### src/rtl/nibble_serial_addsub_ctrl_pkg.sv
// Shared types and defaults for the nibble-serial add/subtract sequencer.
// The sequencer walks one WIDTH-bit slice per clock through a single shared adder.
package nibble_serial_addsub_ctrl_pkg;

    typedef enum logic [1:0] {
        IDLE = 2'd0,
        RUN  = 2'd1,
        DONE = 2'd2
    } state_t;

    localparam int unsigned DEF_WIDTH = 4;
    localparam int unsigned DEF_WORDS = 4;

    // Step counter width: clog2 of the slice count, never narrower than one bit.
    function automatic int unsigned step_bits(input int unsigned words);
        return (words > 1) ? $clog2(words) : 1;
    endfunction

endpackage

### src/rtl/nibble_serial_addsub_ctrl_if.sv
// Control-unit <-> sequencer handshake bus: start request with operands, busy/done with results.
// The master side is the control unit; the slave side is the sequencer.
interface nibble_serial_addsub_ctrl_if
    import nibble_serial_addsub_ctrl_pkg::*;
#(
    parameter int unsigned WIDTH = DEF_WIDTH,
    parameter int unsigned WORDS = DEF_WORDS
);
    localparam int unsigned N = WIDTH * WORDS;

    logic         start;
    logic [N-1:0] op_a;
    logic [N-1:0] op_b;
    logic         sub;
    logic         busy;
    logic         done;
    logic [N-1:0] result;
    logic         cout;
    logic         v;
    logic         zero;

    modport master (
        output start, op_a, op_b, sub,
        input  busy, done, result, cout, v, zero
    );

    modport slave (
        input  start, op_a, op_b, sub,
        output busy, done, result, cout, v, zero
    );

endinterface

### src/rtl/addsub_slice.sv
// One WIDTH-bit ripple-carry adder/subtracter slice; s inverts b, carry-in is a separate port.
// v compares the carry into the MSB with the carry out of it.
module addsub_slice #(
    parameter int unsigned WIDTH = 4
) (
    input  logic [WIDTH-1:0] a,
    input  logic [WIDTH-1:0] b,
    input  logic             s,
    input  logic             cin,
    output logic [WIDTH-1:0] sum,
    output logic             cout,
    output logic             v
);
    logic [WIDTH-1:0] bx;
    logic [WIDTH:0]   c;

    assign bx   = b ^ {WIDTH{s}};
    assign c[0] = cin;

    for (genvar i = 0; i < WIDTH; i++) begin : g_fa
        assign sum[i]   = a[i] ^ bx[i] ^ c[i];
        assign c[i + 1] = (a[i] & bx[i]) | (c[i] & (a[i] ^ bx[i]));
    end

    assign cout = c[WIDTH];
    assign v    = c[WIDTH] ^ c[WIDTH - 1];

endmodule

### src/rtl/nibble_serial_addsub_ctrl.sv
// Multi-word add/subtract sequencer: one shared slice adder, LSB slice first,
// carry chained through a register; done pulses one cycle after the last slice.
module nibble_serial_addsub_ctrl
    import nibble_serial_addsub_ctrl_pkg::*;
#(
    parameter int unsigned WIDTH = DEF_WIDTH,
    parameter int unsigned WORDS = DEF_WORDS
) (
    input logic                          clk,
    input logic                          rst,
    nibble_serial_addsub_ctrl_if.slave   bus
);
    localparam int unsigned N  = WIDTH * WORDS;
    localparam int unsigned SW = step_bits(WORDS);
    localparam logic [SW-1:0] STEP_LAST = SW'(WORDS - 1);

    state_t         state;
    logic [SW-1:0]  step;
    logic [N-1:0]   a_r;
    logic [N-1:0]   b_r;
    logic           sub_r;
    logic           carry_r;
    logic [N-1:0]   result_r;
    logic           busy_r;
    logic           done_r;
    logic           cout_r;
    logic           v_r;
    logic           zero_r;

    logic [WIDTH-1:0] a_sl;
    logic [WIDTH-1:0] b_sl;
    logic [WIDTH-1:0] sum_sl;
    logic             cout_sl;
    logic             v_sl;

    assign a_sl = a_r[step * WIDTH +: WIDTH];
    assign b_sl = b_r[step * WIDTH +: WIDTH];

    addsub_slice #(.WIDTH(WIDTH)) u_slice (
        .a    (a_sl),
        .b    (b_sl),
        .s    (sub_r),
        .cin  (carry_r),
        .sum  (sum_sl),
        .cout (cout_sl),
        .v    (v_sl)
    );

    always_ff @(posedge clk) begin
        if (rst) begin
            state    <= IDLE;
            step     <= '0;
            a_r      <= '0;
            b_r      <= '0;
            sub_r    <= 1'b0;
            carry_r  <= 1'b0;
            result_r <= '0;
            busy_r   <= 1'b0;
            done_r   <= 1'b0;
            cout_r   <= 1'b0;
            v_r      <= 1'b0;
            zero_r   <= 1'b0;
        end else begin
            done_r <= 1'b0;
            case (state)
                IDLE: begin
                    if (bus.start) begin
                        a_r     <= bus.op_a;
                        b_r     <= bus.op_b;
                        sub_r   <= bus.sub;
                        carry_r <= bus.sub;
                        step    <= '0;
                        busy_r  <= 1'b1;
                        state   <= RUN;
                    end
                end
                RUN: begin
                    result_r[step * WIDTH +: WIDTH] <= sum_sl;
                    carry_r <= cout_sl;
                    // Flags come from the MSB slice only; lower slices just feed the carry chain.
                    if (step == STEP_LAST) begin
                        cout_r <= cout_sl;
                        v_r    <= v_sl;
                        state  <= DONE;
                    end else begin
                        step <= step + 1'b1;
                    end
                end
                DONE: begin
                    done_r <= 1'b1;
                    zero_r <= (result_r == '0);
                    busy_r <= 1'b0;
                    state  <= IDLE;
                end
                default: state <= IDLE;
            endcase
        end
    end

    assign bus.busy   = busy_r;
    assign bus.done   = done_r;
    assign bus.result = result_r;
    assign bus.cout   = cout_r;
    assign bus.v      = v_r;
    assign bus.zero   = zero_r;

endmodule

### src/flat_wrapper.sv
// flat-port wrapper written by rule: the top's interface ports become plain ports
module nibble_serial_addsub_ctrl_flat import nibble_serial_addsub_ctrl_pkg::*;
#(
    parameter int unsigned WIDTH = DEF_WIDTH,
    parameter int unsigned WORDS = DEF_WORDS
)
  (clk, rst, bus_start, bus_op_a, bus_op_b, bus_sub, bus_busy, bus_done, bus_result, bus_cout, bus_v, bus_zero);
  nibble_serial_addsub_ctrl_if #(.WIDTH(WIDTH), .WORDS(WORDS)) bus_i ();
  input logic clk;
  input logic rst;
  input wire logic [$bits(bus_i.start)-1:0] bus_start;
  input wire logic [$bits(bus_i.op_a)-1:0] bus_op_a;
  input wire logic [$bits(bus_i.op_b)-1:0] bus_op_b;
  input wire logic [$bits(bus_i.sub)-1:0] bus_sub;
  output wire logic [$bits(bus_i.busy)-1:0] bus_busy;
  output wire logic [$bits(bus_i.done)-1:0] bus_done;
  output wire logic [$bits(bus_i.result)-1:0] bus_result;
  output wire logic [$bits(bus_i.cout)-1:0] bus_cout;
  output wire logic [$bits(bus_i.v)-1:0] bus_v;
  output wire logic [$bits(bus_i.zero)-1:0] bus_zero;
  assign bus_i.start = bus_start;
  assign bus_i.op_a = bus_op_a;
  assign bus_i.op_b = bus_op_b;
  assign bus_i.sub = bus_sub;
  assign bus_busy = bus_i.busy;
  assign bus_done = bus_i.done;
  assign bus_result = bus_i.result;
  assign bus_cout = bus_i.cout;
  assign bus_v = bus_i.v;
  assign bus_zero = bus_i.zero;
  nibble_serial_addsub_ctrl #(.WIDTH(WIDTH), .WORDS(WORDS)) u_core (.clk(clk), .rst(rst), .bus(bus_i));
endmodule
### config.mk
export PLATFORM = sky130hd
export DESIGN_NAME = nibble_serial_addsub_ctrl_flat
export DESIGN_NICKNAME = d
export VERILOG_FILES = /design/src/rtl/nibble_serial_addsub_ctrl_pkg.sv /design/src/rtl/nibble_serial_addsub_ctrl_if.sv /design/src/rtl/addsub_slice.sv /design/src/rtl/nibble_serial_addsub_ctrl.sv /design/src/flat_wrapper.sv
export SDC_FILE = /design/constraint.sdc
export NUM_CORES = 1
export LEC_CHECK = 0
export CORE_MARGIN = 2
export CORE_UTILIZATION = 45
export DETAILED_ROUTE_END_ITERATION = 8
export GPL_ROUTABILITY_DRIVEN = 0
export HOLD_SLACK_MARGIN = 0.06
export PLACE_DENSITY_LB_ADDON = 0.3
export SYNTH_ARGS = -nofsm -noshare
export SYNTH_HDL_FRONTEND = slang
export SYNTH_SLANG_ARGS = --single-unit
### constraint.sdc
create_clock -name clk -period 3.1 [get_ports clk]
set_input_delay 0.31 -clock clk [delete_from_list [all_inputs] [get_ports clk]]
set_output_delay 0.31 -clock clk [all_outputs]
set_load 0.01 [all_outputs]
==> flow_metrics.py <==
metrics = {
    "drt": {
        "via_count": 2176,
        "drtIter0Drc": 93,
        "ant_nets": 0,
        "first_pass_iters": 4,
        "drt-vias-per-instance": 5.13,
        "wl_per_cell_um": 13.3,
        "wl_um": 5630,
        "drcViolationCount": 0,
    },
    "final_layout": {
        "diodes": 0,
        "area_growth_pct": 29.1,
        "fin_area_um2": 3440,
        "layout-drive-gt1-share": 0.0974,
        "utilization": 0.591,
        "nets": 390,
        "stdcell_count": 424,
    },
    "pwr": {
        "irDropWorstVdd_v": 0.000273,
        "powerDensity_nw_per_um2": 491,
        "leakage_nw": 1.25,
    },
    "global_routing": {
        "grt_pass1_vias": 2031,
        "grt_use_total": 0.190,
        "antenna_found_initial": 0,
        "grt.overflow.total": 0,
        "grt_max_degree": 60,
        "grt_first_pass_wirelength_um": 9290,
    },
    "timing": {
        "skew_ns": 0.00764,
        "tns_ns": 0,
        "finalHoldViolCount": 0,
        "slew_headroom": 0.310,
        "hold_ws_ns": 0.452,
        "clock.fmax_ghz": 0.330,
        "slew_viol_final": 0,
        "setup_viol": 0,
        "rsz0062_at_grt": "true",
        "worst_pin_slew_ns": 1.04,
        "min_period_ns": 3.03,
        "fin_crit_sh": 0.977,
    },
    "floorplan": {
        "std_cell_rows": 28,
        "die_w_um": 80.9,
        "initial_core_util": 0.458,
        "die_h_um": 80.9,
        "core-area_um2": 5820,
        "ioPinCount": 57,
        "die-area_um2": 6550,
    },
    "synth": {
        "yosys_register_bits": 59,
        "synth_fa_ha_area_frac": 0.0583,
        "synth_edf_count": 0,
        "synth_most_common_cell": "nand2_1",
        "synth_top_family_by_area": "simple AND/OR/NAND/NOR gates",
        "synth-compound-area-share": 0.131,
        "synthMuxAreaShare": 0.0832,
        "synth_nets": 338,
        "synth_simple_gate_area_share": 0.217,
        "yosys-top-cells-area": "dfxtp_1 (44%), nand2_1 (11%), a21oi_1 (8.8%), mux4_1 (7.9%), fa_1 (3.0%)",
        "avgSynthCellArea_um2": 9.12,
        "synth.top_cells.by_count": "nand2_1 (75), dfxtp_1 (59), a21oi_1 (47), nor2_1 (12), inv_1 (10)",
        "synth_largest_area_cell": "dfxtp_1",
        "synth_cell_type_count": 35,
        "synth_top_cell_area_share": 0.444,
        "synthArstFlopShare": 0,
        "synth-main-ff-cell": "dfxtp_1",
        "ys_seq_area_frac": 0.444,
        "synth_area_um2": 2660,
        "synth_xor_area_frac": 0.0164,
        "postSynthCellCount": 292,
        "yosysWarnings": 0,
    },
    "clock_network": {
        "cts-root-buf": "clkbuf_8",
        "cts.clk_slew.worst_paths_ns": 0.07,
        "cts_tree": "done",
        "clk_latency_ns": 0.34,
        "cts.sinks": 59,
        "ctsHtreeMaxLevel": 3,
        "cts_buffers": 9,
        "cts_max_path_buffers": 2,
    },
    "flow_run": {
        "cap_violations": 0,
    },
    "critical_path": {
        "cp.required_ns": 3.36,
        "critPathCaptureType": "flip-flop",
        "startpoint_type": "flip-flop",
        "cp_cell_sequence": "mux4_2 > xor2_2 > fa_2 > inv_2 > fa_2 > fa_2 > fa_1 > or3_1 > a21oi_2",
        "critical_path_class": "reg -> reg",
        "crit_fanout": 3,
        "cp.arrival_ns": 3.29,
        "cp_num_buf_inv": 1,
        "critPathMaxStageDelay_ns": 0.52,
        "cpMaxStageDelayCell": "mux4_2",
        "cpMostUsedCell": "fa_2",
        "cp_top_family": "adder cells",
    },
    "placed_design": {
        "place.port_buffers": 56,
        "place_area_um2": 3250,
        "place_inst": 407,
        "hpwl_um": 4040,
    },
    "run_status": {
        "status": "completed",
    },
    "min_path": {
        "hold_path_class": "reg -> reg",
    },
}
## timing repair
| item | CTS | global route |
|---|---|---|
| buffers inserted | 0 | 1 |
| resized for setup | 2 | 4 |
| hold buffers | 0 | 0 |
| pin swaps | 1 | 1 |
| endpoints found under the setup margin | 2 | 4 |
## state kept, by name, indices dropped and copies added (netlist names)
register / cells
u_core.b_r: 16
u_core.bus.done: 1
u_core.bus.busy: 1
u_core.step: 2
u_core.state: 2
u_core.carry_r: 1
u_core.bus.result: 16
u_core.bus.cout: 1
u_core.a_r: 16
u_core.sub_r: 1
u_core.bus.v: 1
u_core.bus.zero: 1
## cell usage in the layout, fill, tap and decap left out, drive strengths merged, types with 4 or more instances in the layout
| master | n |
|---|---|
| ha | 6 |
| a32oi | 8 |
| nor2 | 12 |
| clkdlybuf4s50 | 55 |
| clkinv | 5 |
| nand3b | 5 |
| buf | 6 |
| nand2 | 75 |
| or3 | 7 |
| nor4 | 4 |
| mux4 | 8 |
| a21oi | 47 |
| fa | 4 |
| xnor2 | 4 |
| dfxtp | 59 |
| clkbuf | 11 |
| inv | 10 |
## area by class of cell
cell class                      count  area (um^2)
Multi-Input combinational cell    203         1360
Timing Repair Buffer               61          593
Fill cell                         539         2380
Tap cell                           75         93.8
Sequential cell                    59         1180
Inverter                           10         37.5
Clock buffer                       11          141
Clock inverter                      5         28.8
## power breakdown
| group | switching [mW] | internal, mW |
|---|---|---|
| registers | 0.0236 | 0.793 |
| clock network | 0.303 | 0.307 |
| logic | 0.130 | 0.130 |
## layer usage
layer  track usage  wire, um  share of wire
met5             0         0              0
met4         0.108       153          0.027
met3        0.0500       299          0.053
met2         0.302      2670           0.47
met1         0.234      2510           0.45
## worst reg2reg max path, cell delays in order (launching register included)
cell	delay (ns)
dfxtp_2	0.33
mux4_2	0.52
xor2_2	0.15
fa_2	0.21
inv_2	0.04
fa_2	0.33
fa_2	0.37
fa_1	0.47
or3_1	0.40
a21oi_2	0.14
## final timing paths
kind	startpoint	depth (start not counted)	slack (ns)	to
max	u_core.step[0]$_SDFFE_PP0P_	9	0.07	u_core.bus.result[7]$_SDFFE_PP0P_
max reg2reg	u_core.step[0]$_SDFFE_PP0P_	9	0.07	u_core.bus.result[7]$_SDFFE_PP0P_
min reg2reg	u_core.a_r[14]$_SDFFE_PP0P_	2	0.45	u_core.a_r[14]$_SDFFE_PP0P_
min	u_core.a_r[14]$_SDFFE_PP0P_	2	0.45	u_core.a_r[14]$_SDFFE_PP0P_
## logic make-up after synthesis
family,Yosys count
AO/OA/AOI/OAI,60
XOR/XNOR,5
adder cells (fa/ha/maj),10
buffers and inverters,30
flip-flops,59
multiplexers,9
AND/OR/NAND/NOR,119
## through the flow
step / worst slack, ns / power, mW
after floorplan: 0.0131 / 0.993
after global placement: 0.0261 / 1.08
after detailed placement: -0.0196 / 1.09
after CTS: 0.00964 / 1.70
after global routing: -0.0628 / 1.77
final: 0.0699 / 1.69
No activity file was read; power rests on OpenSTA's default activity.
